`src/rtl/input_debounce.sv`:
```
// input_debounce: two-flop synchroniser plus per-bit stability-counter
// debouncer for the raw NVBoard buttons and switches. Produces clean levels,
// one-cycle press/release pulses per button, and a pulse whenever the mux
// select field sw_db[5:4] changes.
module input_debounce #(
    parameter int STABLE_CYCLES = 4,
    parameter int CNT_W         = 16
) (
    input  logic       clk,
    input  logic       rst,
    input  logic [4:0] btn,
    input  logic [7:0] sw,
    output logic [4:0] btn_db,
    output logic [7:0] sw_db,
    output logic [4:0] btn_press,
    output logic [4:0] btn_release,
    output logic       sel_change
);

    // Bits 12:8 carry the buttons, bits 7:0 the switches.
    localparam int NB = 13;
    localparam logic [CNT_W-1:0] CNT_LAST = CNT_W'(STABLE_CYCLES - 1);

    logic [NB-1:0]    raw;
    logic [NB-1:0]    s1;
    logic [NB-1:0]    s2;
    logic [NB-1:0]    db;
    logic [NB-1:0]    db_next;
    logic [CNT_W-1:0] cnt      [NB];
    logic [CNT_W-1:0] cnt_next [NB];

    assign raw = {btn, sw};

    // Two-flop synchroniser; only s2 is consumed by the debouncer.
    always_ff @(posedge clk) begin
        if (rst) begin
            s1 <= '0;
            s2 <= '0;
        end else begin
            s1 <= raw;
            s2 <= s1;
        end
    end

    // Per-bit stability counter: any agreement with db clears the count, a
    // full run of STABLE_CYCLES disagreeing samples flips db.
    always_comb begin
        db_next = db;
        for (int i = 0; i < NB; i++) begin
            cnt_next[i] = '0;
            if (s2[i] != db[i]) begin
                if (cnt[i] == CNT_LAST) begin
                    db_next[i] = s2[i];
                end else begin
                    cnt_next[i] = cnt[i] + CNT_W'(1);
                end
            end
        end
    end

    // Debounced state, counters and edge pulses; pulses are derived from the
    // db transition taken on this same edge so they align with the new level.
    always_ff @(posedge clk) begin
        if (rst) begin
            db          <= '0;
            btn_press   <= '0;
            btn_release <= '0;
            sel_change  <= 1'b0;
            for (int i = 0; i < NB; i++) begin
                cnt[i] <= '0;
            end
        end else begin
            db          <= db_next;
            btn_press   <= db_next[12:8] & ~db[12:8];
            btn_release <= ~db_next[12:8] & db[12:8];
            sel_change  <= (db_next[5:4] != db[5:4]);
            for (int i = 0; i < NB; i++) begin
                cnt[i] <= cnt_next[i];
            end
        end
    end

    assign btn_db = db[12:8];
    assign sw_db  = db[7:0];

endmodule

```
`config.mk`:
```
export PLATFORM = sky130hd
export DESIGN_NAME = input_debounce
export DESIGN_NICKNAME = d
export VERILOG_FILES = /design/src/rtl/input_debounce.sv
export SDC_FILE = /design/constraint.sdc
export NUM_CORES = 1
export LEC_CHECK = 0
export CAP_MARGIN = 25
export CORE_ASPECT_RATIO = 0.7
export CORE_MARGIN = 8
export CORE_UTILIZATION = 45
export DETAILED_ROUTE_END_ITERATION = 8
export PLACE_DENSITY_LB_ADDON = 0.12
export RECOVER_POWER = 50
export SETUP_SLACK_MARGIN = 0.02
export SLEW_MARGIN = 10
export SYNTH_ARGS = -nofsm -noshare
export SYNTH_HDL_FRONTEND = slang
export SYNTH_SLANG_ARGS = --single-unit
export TNS_END_PERCENT = 1
```
`constraint.sdc`:
```
create_clock -name clk -period 3.3 [get_ports clk]
set_input_delay 0.33 -clock clk [delete_from_list [all_inputs] [get_ports clk]]
set_output_delay 0.33 -clock clk [all_outputs]
set_load 0.05 [all_outputs]
```
==> results of run 1 <==
==> critical path, cell delays in order <==
cell      delay [ns]
clkbuf_1        1.55
nor2_1          0.20
nand2_1         0.51
nor2_1          0.11
==> worst max-delay path by stage <==
stage / from / depth (start not counted) / to
after global routing: rst / 4 / cnt[0][86]
final: rst / 4 / cnt[0][86]
after detailed placement: cnt[0][80] / 5 / cnt[0][86]
after floorplan: cnt[0][80] / 6 / cnt[0][86]
after CTS: db[11] / 1 / btn_db[3]
after global placement: cnt[0][80] / 5 / cnt[0][93]
==> flip-flops by register name (all words and copies together) (netlist names) <==
name,flops
s1,13
sel_change,1
db,13
btn_release,5
s2,13
btn_press,5
cnt,208
==> placed cells by master (no fill, tap or decap), types with 11 or more instances in the layout <==
cell type and count:
and3_1 20, clkbuf_16 27, clkdlybuf4s50_1 37, clkinv_2 11
dfxtp_1 258, ha_1 13, inv_1 30, mux2i_1 13
nand2_1 58, nand3_1 70, nand4_1 52, nor2_1 244
nor2b_1 26, nor3_1 56, nor4_1 71, nor4b_1 19
xnor2_1 151, xor2_1 37
==> metal layers <==
layer | track usage (%) | vias to the layer above | part of all wire [%]
met1 | 20.7 | 3540 | 55
met4 | 3.40 | 0 | 1.7
met2 | 19.3 | 96 | 38
li1 | - | 4154 | -
met5 | 0 | - | 0
met3 | 2.98 | 25 | 4.4
==> cell families after synthesis <==
family                     after synthesis  synth area share [%]
xor gates and xnor gates               188                  15.5
DFF                                    258                  48.6
AOI/OAI and AO/OA                       15                 0.871
and+or+nand+nor                        643                  30.3
buffers and inverters                   56                  2.07
adders and majority gates               13                  1.53
muxes                                   13                  1.22
==> power by group through the flow <==
| stage | combinational, W | sequential, W | clock, W |
|---|---|---|---|
| 6_report | 0.0000719 | 0.00315 | 0.00313 |
| 5_1_grt | 0.0000823 | 0.00315 | 0.00337 |
| 4_1_cts | 0.0000754 | 0.00314 | 0.00324 |
| 3_5_place_dp | 0.0000750 | 0.00322 | 0 |
| 3_3_place_gp | 0.0000753 | 0.00321 | 0 |
| 2_1_floorplan | 0.0000469 | 0.00321 | 0 |
==> cell type report <==
cell class	instances	area [sq um]
Clock buffer	31	711
Clock inverter	17	213
Fill cell	2214	11200
Inverter	30	113
Multi-Input combinational cell	872	5250
Sequential cell	258	5160
Tap cell	318	398
Timing Repair Buffer	40	382
==> stage by stage <==
step           hold slack, ns  area [sq um]  total power [W]
2_1_floorplan           0.414         10600          0.00326
3_3_place_gp            0.418         11300          0.00329
3_5_place_dp            0.424         11300          0.00329
4_1_cts                 0.327         12200          0.00646
5_1_grt                 0.339         12200          0.00660
6_report                0.357         12200          0.00635
==> flow_metrics.py, run 1 <==
metrics = {
    "cells_and_area": {
        "post_route_cells_drive_above_1_share_pct": 4.65,
        "utilization_after_layout_pct": 52.3,
        "finish.net_count": 1256,
        "area_growth_syn_to_layout_pct": 15.0,
        "stdcell_count": 1566,
        "antenna_cells": 0,
    },
    "timing": {
        "rsz0062_at_grt": "false",
        "timing.final.crit_share_pct": 71.0,
        "fin_setup_tns_ns": 0,
        "worst_setup_margin_ns": 0.956,
        "final_max_slew_viol_count": 45,
        "slew_headroom_pct": -48.3,
        "timing.final.setup_violations": 0,
        "hold_violation_count_in_the_final_report": 0,
        "timing_worst_slew_pin_value_ns": 2.22,
        "min_cycle_time_layout_ns": 2.34,
        "max_freq_ghz": 0.427,
        "clock_skew_ns": 0.00615,
    },
    "yosys": {
        "mappedNetlistArea_sq_um": 10600,
        "synth-main-ff-cell": "dfxtp_1",
        "synth-seq-area-share_pct": 48.6,
        "synth-edff-count": 0,
        "yosysMostFrequentCell": "dfxtp_1",
        "postSynthCellCount": 1186,
        "syn_avg_cell_area_sq_um": 8.97,
        "synth.lib_cells_used.distinct": 34,
        "synthTopCellsByArea": "dfxtp_1 (49%), xnor2_1 (12%), nor2_1 (8.6%)",
        "ys_top_cells_by_count": "dfxtp_1 (258), nor2_1 (244), xnor2_1 (151), nor4_1 (71), nand3_1 (70)",
        "total_nets_after_synthesis": 1214,
        "asyncSetResetFlopFracSynth_pct": 0,
        "synth_top_cell_area_share_pct": 48.6,
        "netlist.top_cell.by_area": "dfxtp_1",
        "synth-warning-count": 0,
        "postSynthRegisterBits": 258,
    },
    "die": {
        "placeableCoreArea_sq_um": 23400,
        "die_area_sq_um": 28900,
        "initial_core_util_pct": 45.4,
        "io-pin-count": 39,
        "fp-row-count": 47,
        "floorplan.die.width_um": 200,
        "die_y_um": 145,
    },
    "grt": {
        "grt.overflow.total": 0,
        "wire_length_of_the_first_global_routing_pass_um": 34200,
        "number_of_global_route_vias_before_repair": 7219,
        "global_route.usage.total_pct": 13.7,
        "grt_antenna_before_repair": 0,
        "grt_max_degree": 45,
    },
    "placement": {
        "pre_cts_slack_ns": 1.28,
        "gpl.final_weighted_congestion": 0.790,
        "dp.cells": 1518,
        "sum_of_net_half_perimeters_after_detailed_placement_um": 12800,
        "port-buffer-count": 38,
    },
    "drt": {
        "vias": 7815,
        "totalWireLength_um": 19500,
        "wire_per_inst_um": 12.4,
        "first_iter_violations": 338,
        "drt_pass1_iterations": 5,
        "final_antenna_net_count": 0,
        "drc": 0,
        "via_per_inst": 4.99,
    },
    "power_and_ir_drop": {
        "p_switching_w": 0.00126,
        "switching_share_pct": 19.9,
        "cellInternalPower_w": 0.00509,
        "share_seq_of_total_power_pct": 49.5,
        "pwr-share-comb_pct": 1.1,
        "p_leak_nw": 3.75,
        "pwr_density_nw_per_um2": 519,
        "vdd_drop_max_uv": 352,
        "share_clk_of_total_power_pct": 49.3,
    },
    "clock_network": {
        "cts_made_buffers": 26,
        "cts_tree": "built",
        "clkTransAtPathRegs_ns": 0.06,
        "number_of_gates_resized_after_cts": 0,
        "ctsHoldBuffers": 0,
        "htreeDepth": 1,
        "clk_path_buf_depth": 3,
        "worstSkewPairLatency_ns": 0.52,
        "post_cts_buffers": 0,
        "number_of_clock_sinks_seen_by_cts": 258,
        "cts_root_buf": "clkbuf_16",
    },
    "worst_hold_path": {
        "worstHoldPathType": "in -> reg",
        "hold_depth": 2,
        "min-delay-start": "btn[3]",
        "worstHoldEndpoint": "s1[11]",
    },
    "worst_setup_path": {
        "cp-start-kind": "primary input",
        "r2r-start": "cnt[0][80]",
        "regToRegSetupSlack_ns": 1.29,
        "depth_of_the_most_critical_reg_to_reg_path": 5,
        "worst-endpoint-arrival_ns": 2.73,
        "worst-path-max-fanout": 44,
        "end_kind": "flip-flop",
        "rr_endpoint": "cnt[0][86]",
        "critical_path_class": "in -> reg",
        "worstPathRequired_ns": 3.69,
    },
    "run_status": {
        "status": "complete, but fails checks",
        "violations_in_the_final_reports": "capacitance limit, slew limit",
    },
    "job": {
        "drv.max_cap_violation_count": 1,
    },
}
Note: power is estimated with default switching activity, not from simulation.
==> run 2, diff against run 1 <==
==> constraint.sdc (replaced) <==
create_clock -name clk -period 2.05 [get_ports clk]
set_input_delay 0.205 -clock clk [delete_from_list [all_inputs] [get_ports clk]]
set_output_delay 0.205 -clock clk [all_outputs]
set_load 0.05 [all_outputs]
==> run 2 against run 1 <==
  * The flow now finishes without violations
  * First-iteration DRC count up 14%
  * Non-clock buffer count increased by 22
  * Routed wire length is 0.18% lower
  * Clock power rose by 70%
  * Register-to-register slack got worse by 1.0 ns
  * Hold slack got worse by 0.12 ns
  * Global-route usage fell by 0.23 points
  * Critical endpoint is now btn_db[2]
==> flow_metrics.py, run 2 (synthesis results as in run 1) <==
metrics = {
    "run_status": {
        "status": "completed",
    },
    "cells_and_area": {
        "utilization_after_layout_pct": 53.0,
        "largest_reg_flops": 208,
        "multi_input_comb_area_sq_um": 5250,
        "stdcell_count": 1586,
        "antenna_cells": 0,
        "final-seq-area_sq_um": 5160,
        "post_route_cells_drive_above_1_share_pct": 5.52,
        "layout_commonest_cell": "dfxtp_1",
        "design_area_sq_um": 12400,
        "area_growth_syn_to_layout_pct": 16.7,
        "final.fill_count": 2220,
        "finish.net_count": 1278,
        "most-common-layout-cells": "dfxtp_1 (258), nor2_1 (244), xnor2_1 (151), nor4_1 (71), nand3_1 (70)",
        "top_register": "cnt",
    },
    "grt": {
        "grt.overflow.total": 0,
        "wire_length_of_the_first_global_routing_pass_um": 33700,
        "number_of_global_route_vias_before_repair": 7107,
        "grt_antenna_before_repair": 0,
        "global_route.usage.total_pct": 13.5,
        "grt_max_degree": 24,
    },
    "worst_setup_path": {
        "worst-path-max-fanout": 5,
        "path_cells": "clkdlybuf4s50_1",
        "critical_path.n_buffers_inverters": 1,
        "cp-start-kind": "flip-flop",
        "end_kind": "output port",
        "critical_path_class": "reg -> out",
        "crit_family": "buffers and inverters",
        "worstPathRequired_ns": 1.85,
        "worst-endpoint-arrival_ns": 1.76,
        "worst_path_max_delay_cell": "clkdlybuf4s50_1",
        "slowest_delay_ns": 0.84,
    },
    "power_and_ir_drop": {
        "p_leak_nw": 3.83,
        "pwr_density_nw_per_um2": 847,
        "vdd_drop_max_uv": 665,
    },
    "clock_network": {
        "clkTransAtPathRegs_ns": 0.06,
        "clk_path_buf_depth": 3,
        "cts_root_buf": "clkbuf_16",
        "ctsHoldBuffers": 0,
        "cts_made_buffers": 26,
        "cts_tree": "built",
        "htreeDepth": 1,
        "worstSkewPairLatency_ns": 0.52,
        "number_of_clock_sinks_seen_by_cts": 258,
    },
    "placement": {
        "dp.cells": 1540,
        "port-buffer-count": 38,
        "sum_of_net_half_perimeters_after_detailed_placement_um": 13100,
        "post_dp_cell_area_sq_um": 11500,
        "gpl.final_weighted_congestion": 0.804,
        "pre_cts_slack_ns": 0.247,
    },
    "timing": {
        "rsz0062_at_grt": "true",
        "worst_setup_margin_ns": 0.0829,
        "fin_setup_tns_ns": 0,
        "final_max_slew_viol_count": 0,
        "timing.final.setup_violations": 0,
        "timing_worst_slew_pin_value_ns": 1.07,
        "timing.final.crit_share_pct": 96.0,
        "hold_violation_count_in_the_final_report": 0,
        "min_cycle_time_layout_ns": 1.97,
        "max_freq_ghz": 0.508,
        "slew_headroom_pct": 28.5,
        "clock_skew_ns": 0.0129,
    },
    "die": {
        "placeableCoreArea_sq_um": 23400,
        "initial_core_util_pct": 45.4,
        "fp-row-count": 47,
        "die_area_sq_um": 28900,
        "die_y_um": 145,
        "io-pin-count": 39,
        "floorplan.die.width_um": 200,
    },
    "job": {
        "drv.max_cap_violation_count": 0,
    },
    "drt": {
        "via_per_inst": 5.03,
        "vias": 7978,
        "first_iter_violations": 385,
        "drt_pass1_iterations": 4,
        "totalWireLength_um": 19400,
        "wire_per_inst_um": 12.3,
        "final_antenna_net_count": 0,
        "drc": 0,
    },
    "worst_hold_path": {
        "worstHoldPathType": "in -> reg",
    },
}
==> run 2: layout make-up <==
cell class,count,area share [%]
Sequential cell,258,41.6
Inverter,30,0.907
Timing Repair Buffer,62,4.11
Tap cell,318,3.21
Multi-Input combinational cell,872,42.3
Clock inverter,14,2.04
Clock buffer,32,5.84
==> run 2: stage by stage <==
stage | hold WS [ns] | power [W]
global placement | 0.418 | 0.00532
detailed placement | 0.421 | 0.00532
finish | 0.242 | 0.0105
CTS | 0.101 | 0.0107
floorplan | 0.333 | 0.00525
global route | 0.220 | 0.0109
==> run 2: what timing repair did <==
action,in CTS,in global routing
endpoints found under the hold margin,0,0
endpoints found under the setup margin,0,2
buffers inserted,0,0
gates resized for setup,0,1
==> run 2: path summary, 6_finish.rpt <==
| kind | startpoint | slack, ns | end | depth (start not counted) |
|---|---|---|---|---|
| worst max-delay path | db[10] | 0.08 | btn_db[2] | 1 |
| worst min-delay path | btn[0] | 0.24 | s1[8] | 2 |
| worst max register to register | cnt[0][64] | 0.25 | cnt[0][78] | 6 |
| worst min register to register | s1[11] | 0.43 | s2[11] | 1 |
==> run 2: metal layers <==
layer  routed length, um  part of all wire [%]  global-route usage (%)
met5                   0                     0                       0
met4                 384                   2.0                    3.44
met3                 697                   3.6                    2.56
met2                7540                    39                    18.5
met1               10800                    56                    20.9
==> run 2: power breakdown <==
part           internal, W  total [W]  leakage, nW  switching (W)
Clock              0.00338    0.00532        0.472        0.00194
Sequential         0.00504    0.00506         2.08      0.0000192
Combinational    0.0000591   0.000130         1.28      0.0000708
Total              0.00849     0.0105         3.83        0.00203
==> run 3, diff against run 2 <==
--- a/config.mk
+++ b/config.mk
@@ -6,9 +6,11 @@
 export NUM_CORES = 1
 export LEC_CHECK = 0
 export CAP_MARGIN = 25
+export CELL_PAD_IN_SITES_DETAIL_PLACEMENT = 1
+export CELL_PAD_IN_SITES_GLOBAL_PLACEMENT = 1
 export CORE_ASPECT_RATIO = 0.7
 export CORE_MARGIN = 8
-export CORE_UTILIZATION = 45
+export CORE_UTILIZATION = 42
 export DETAILED_ROUTE_END_ITERATION = 8
 export PLACE_DENSITY_LB_ADDON = 0.12
 export RECOVER_POWER = 50
==> run 3 against run 2 <==
  * Sequential share of layout area about the same
  * Combinational power up 5%
  * Non-clock buffer count is the same
  * Register-to-register slack lost 0.08 ns
  * Die area grew 6.5%
  * Routed wire length increased by 19%
  * Clock power is 0.9% lower
  * Setup slack lost 0.027 ns
==> flow_metrics.py, run 3 (synthesis results as in run 1) <==
metrics = {
    "run_status": {
        "status": "completed",
    },
    "worst_setup_path": {
        "crit_family": "buffers and inverters",
        "cp-start-kind": "flip-flop",
        "worst_path_max_delay_cell": "clkdlybuf4s50_1",
        "depth_of_the_most_critical_reg_to_reg_path": 6,
        "slowest_delay_ns": 0.84,
        "r2r-start": "cnt[0][0]",
        "critical_path.n_buffers_inverters": 1,
        "end_kind": "output port",
        "critical_path_class": "reg -> out",
        "path_cells": "clkdlybuf4s50_1",
        "rr_endpoint": "cnt[0][6]",
        "worst-path-max-fanout": 3,
        "regToRegSetupSlack_ns": 0.17,
        "worstPathRequired_ns": 1.85,
        "worst-endpoint-arrival_ns": 1.79,
    },
    "timing": {
        "worst_setup_margin_ns": 0.0557,
        "clock_skew_ns": 0.0102,
        "rsz0062_at_grt": "true",
        "timing.final.setup_violations": 0,
        "timing.final.crit_share_pct": 97.3,
        "fin_setup_tns_ns": 0,
        "timing_worst_slew_pin_value_ns": 0.780,
        "slew_headroom_pct": 48.0,
        "min_cycle_time_layout_ns": 1.99,
        "final_max_slew_viol_count": 0,
        "hold_violation_count_in_the_final_report": 0,
        "max_freq_ghz": 0.501,
    },
    "placement": {
        "port-buffer-count": 38,
        "gpl.final_weighted_congestion": 0.767,
        "pre_cts_slack_ns": 0.279,
        "sum_of_net_half_perimeters_after_detailed_placement_um": 16000,
    },
    "clock_network": {
        "cts_tree": "built",
        "clk_path_buf_depth": 3,
        "worstSkewPairLatency_ns": 0.53,
        "cts_root_buf": "clkbuf_16",
        "ctsHoldBuffers": 0,
        "cts_made_buffers": 27,
        "number_of_clock_sinks_seen_by_cts": 258,
        "clkTransAtPathRegs_ns": 0.06,
        "htreeDepth": 1,
    },
    "drt": {
        "drt_pass1_iterations": 4,
        "first_iter_violations": 312,
        "drc": 0,
        "dr_wl_met3_um": 601,
        "final_antenna_net_count": 0,
        "wire_per_inst_um": 14.6,
        "vias": 8230,
        "drt-met1-wl_um": 12300,
        "dr.max_layer_used": "met4",
        "totalWireLength_um": 23200,
        "via_per_inst": 5.16,
        "met2_length_um": 9970,
    },
    "grt": {
        "wire_length_of_the_first_global_routing_pass_um": 40300,
        "grt_antenna_before_repair": 0,
        "number_of_global_route_vias_before_repair": 8264,
        "grt_max_degree": 24,
        "grt.overflow.total": 0,
        "global_route.usage.total_pct": 15.2,
    },
    "worst_hold_path": {
        "hold_depth": 2,
        "min-delay-start": "sw[3]",
        "worstHoldPathType": "in -> reg",
        "worstHoldEndpoint": "s1[3]",
    },
    "power_and_ir_drop": {
        "cellInternalPower_w": 0.00839,
        "switching_share_pct": 19.9,
        "pwr_density_nw_per_um2": 843,
        "share_clk_of_total_power_pct": 50.3,
        "p_leak_nw": 3.86,
        "pwr-share-comb_pct": 1.3,
        "share_seq_of_total_power_pct": 48.4,
        "p_switching_w": 0.00208,
        "vdd_drop_max_uv": 670,
    },
    "die": {
        "placeableCoreArea_sq_um": 24700,
        "floorplan.die.width_um": 206,
        "fp-row-count": 48,
        "initial_core_util_pct": 43.0,
        "io-pin-count": 39,
        "die_y_um": 149,
        "die_area_sq_um": 30800,
    },
    "cells_and_area": {
        "final-seq-area_sq_um": 5160,
        "most-common-layout-cells": "dfxtp_1 (258), nor2_1 (244), xnor2_1 (151), nor4_1 (71), nand3_1 (70)",
        "post_route_cells_drive_above_1_share_pct": 5.91,
        "largest_reg_flops": 208,
        "antenna_cells": 0,
        "top_register": "cnt",
        "layout_commonest_cell": "dfxtp_1",
        "utilization_after_layout_pct": 50.2,
        "finish.net_count": 1279,
        "area_growth_syn_to_layout_pct": 16.8,
        "multi_input_comb_area_sq_um": 5250,
        "final.fill_count": 2891,
    },
    "job": {
        "drv.max_cap_violation_count": 0,
    },
}
## run 3: changes by cell type in the layout (fill, tap and decap cells not counted), sizes merged, moves of 2 or more
cell	change
clkinv	+2
bufinv	-2
clkinvlp	-3
buf	+4
dlygate4sd2	+2
## run 3: worst max path at each step
stage / slack [ns] / endpoint / depth (start not counted) / start
6_report: 0.06 / sw_db[2] / 1 / db[2]
5_1_grt: 0.02 / sw_db[2] / 1 / db[2]
4_1_cts: 0.03 / btn_db[2] / 1 / db[10]
3_5_place_dp: 0.28 / cnt[0][95] / 6 / cnt[0][80]
3_3_place_gp: 0.33 / cnt[1][14] / 6 / cnt[1][0]
2_1_floorplan: 0.37 / cnt[0][86] / 6 / cnt[0][80]
## run 3: area by class of cell
type | count | share of cell area (%)
clock buffers | 36 | 6.27
well taps | 325 | 3.27
multi-input cells | 872 | 42.3
flip-flops and latches | 258 | 41.6
inverters | 30 | 0.906
repair buffers | 62 | 4.20
clock inverters | 12 | 1.52
## run 3: layer usage
metal	vias up	global-route usage, %
li1	4208	-
met1	3931	21.8
met2	55	23.6
met3	36	2.50
met4	0	3.19
met5	-	0
## run 3: per-stage QoR
stage / instance area, sq um / instances / total power [W] / hold WS, ns
after detailed placement: 11500 / 1547 / 0.00532 / 0.426
after global routing: 12400 / 1595 / 0.0108 / 0.204
after CTS: 12500 / 1595 / 0.0106 / 0.0456
after global placement: 11500 / 1547 / 0.00532 / 0.416
after floorplan: 10600 / 1186 / 0.00525 / 0.333
final: 12400 / 1595 / 0.0105 / 0.223
## run 3: power by group through the flow
stage,sequential [W],combinational (W),clock [W]
after global placement,0.00518,0.000143,0
after global routing,0.00507,0.000154,0.00561
final,0.00507,0.000136,0.00527
after detailed placement,0.00518,0.000146,0
after floorplan,0.00517,0.0000755,0
after CTS,0.00506,0.000147,0.00542
## run 3: what timing repair did
action	4_1_cts	5_1_grt
setup buffers	0	0
setup endpoints to repair	2	2
resized for setup	2	1
gates cloned	0	0
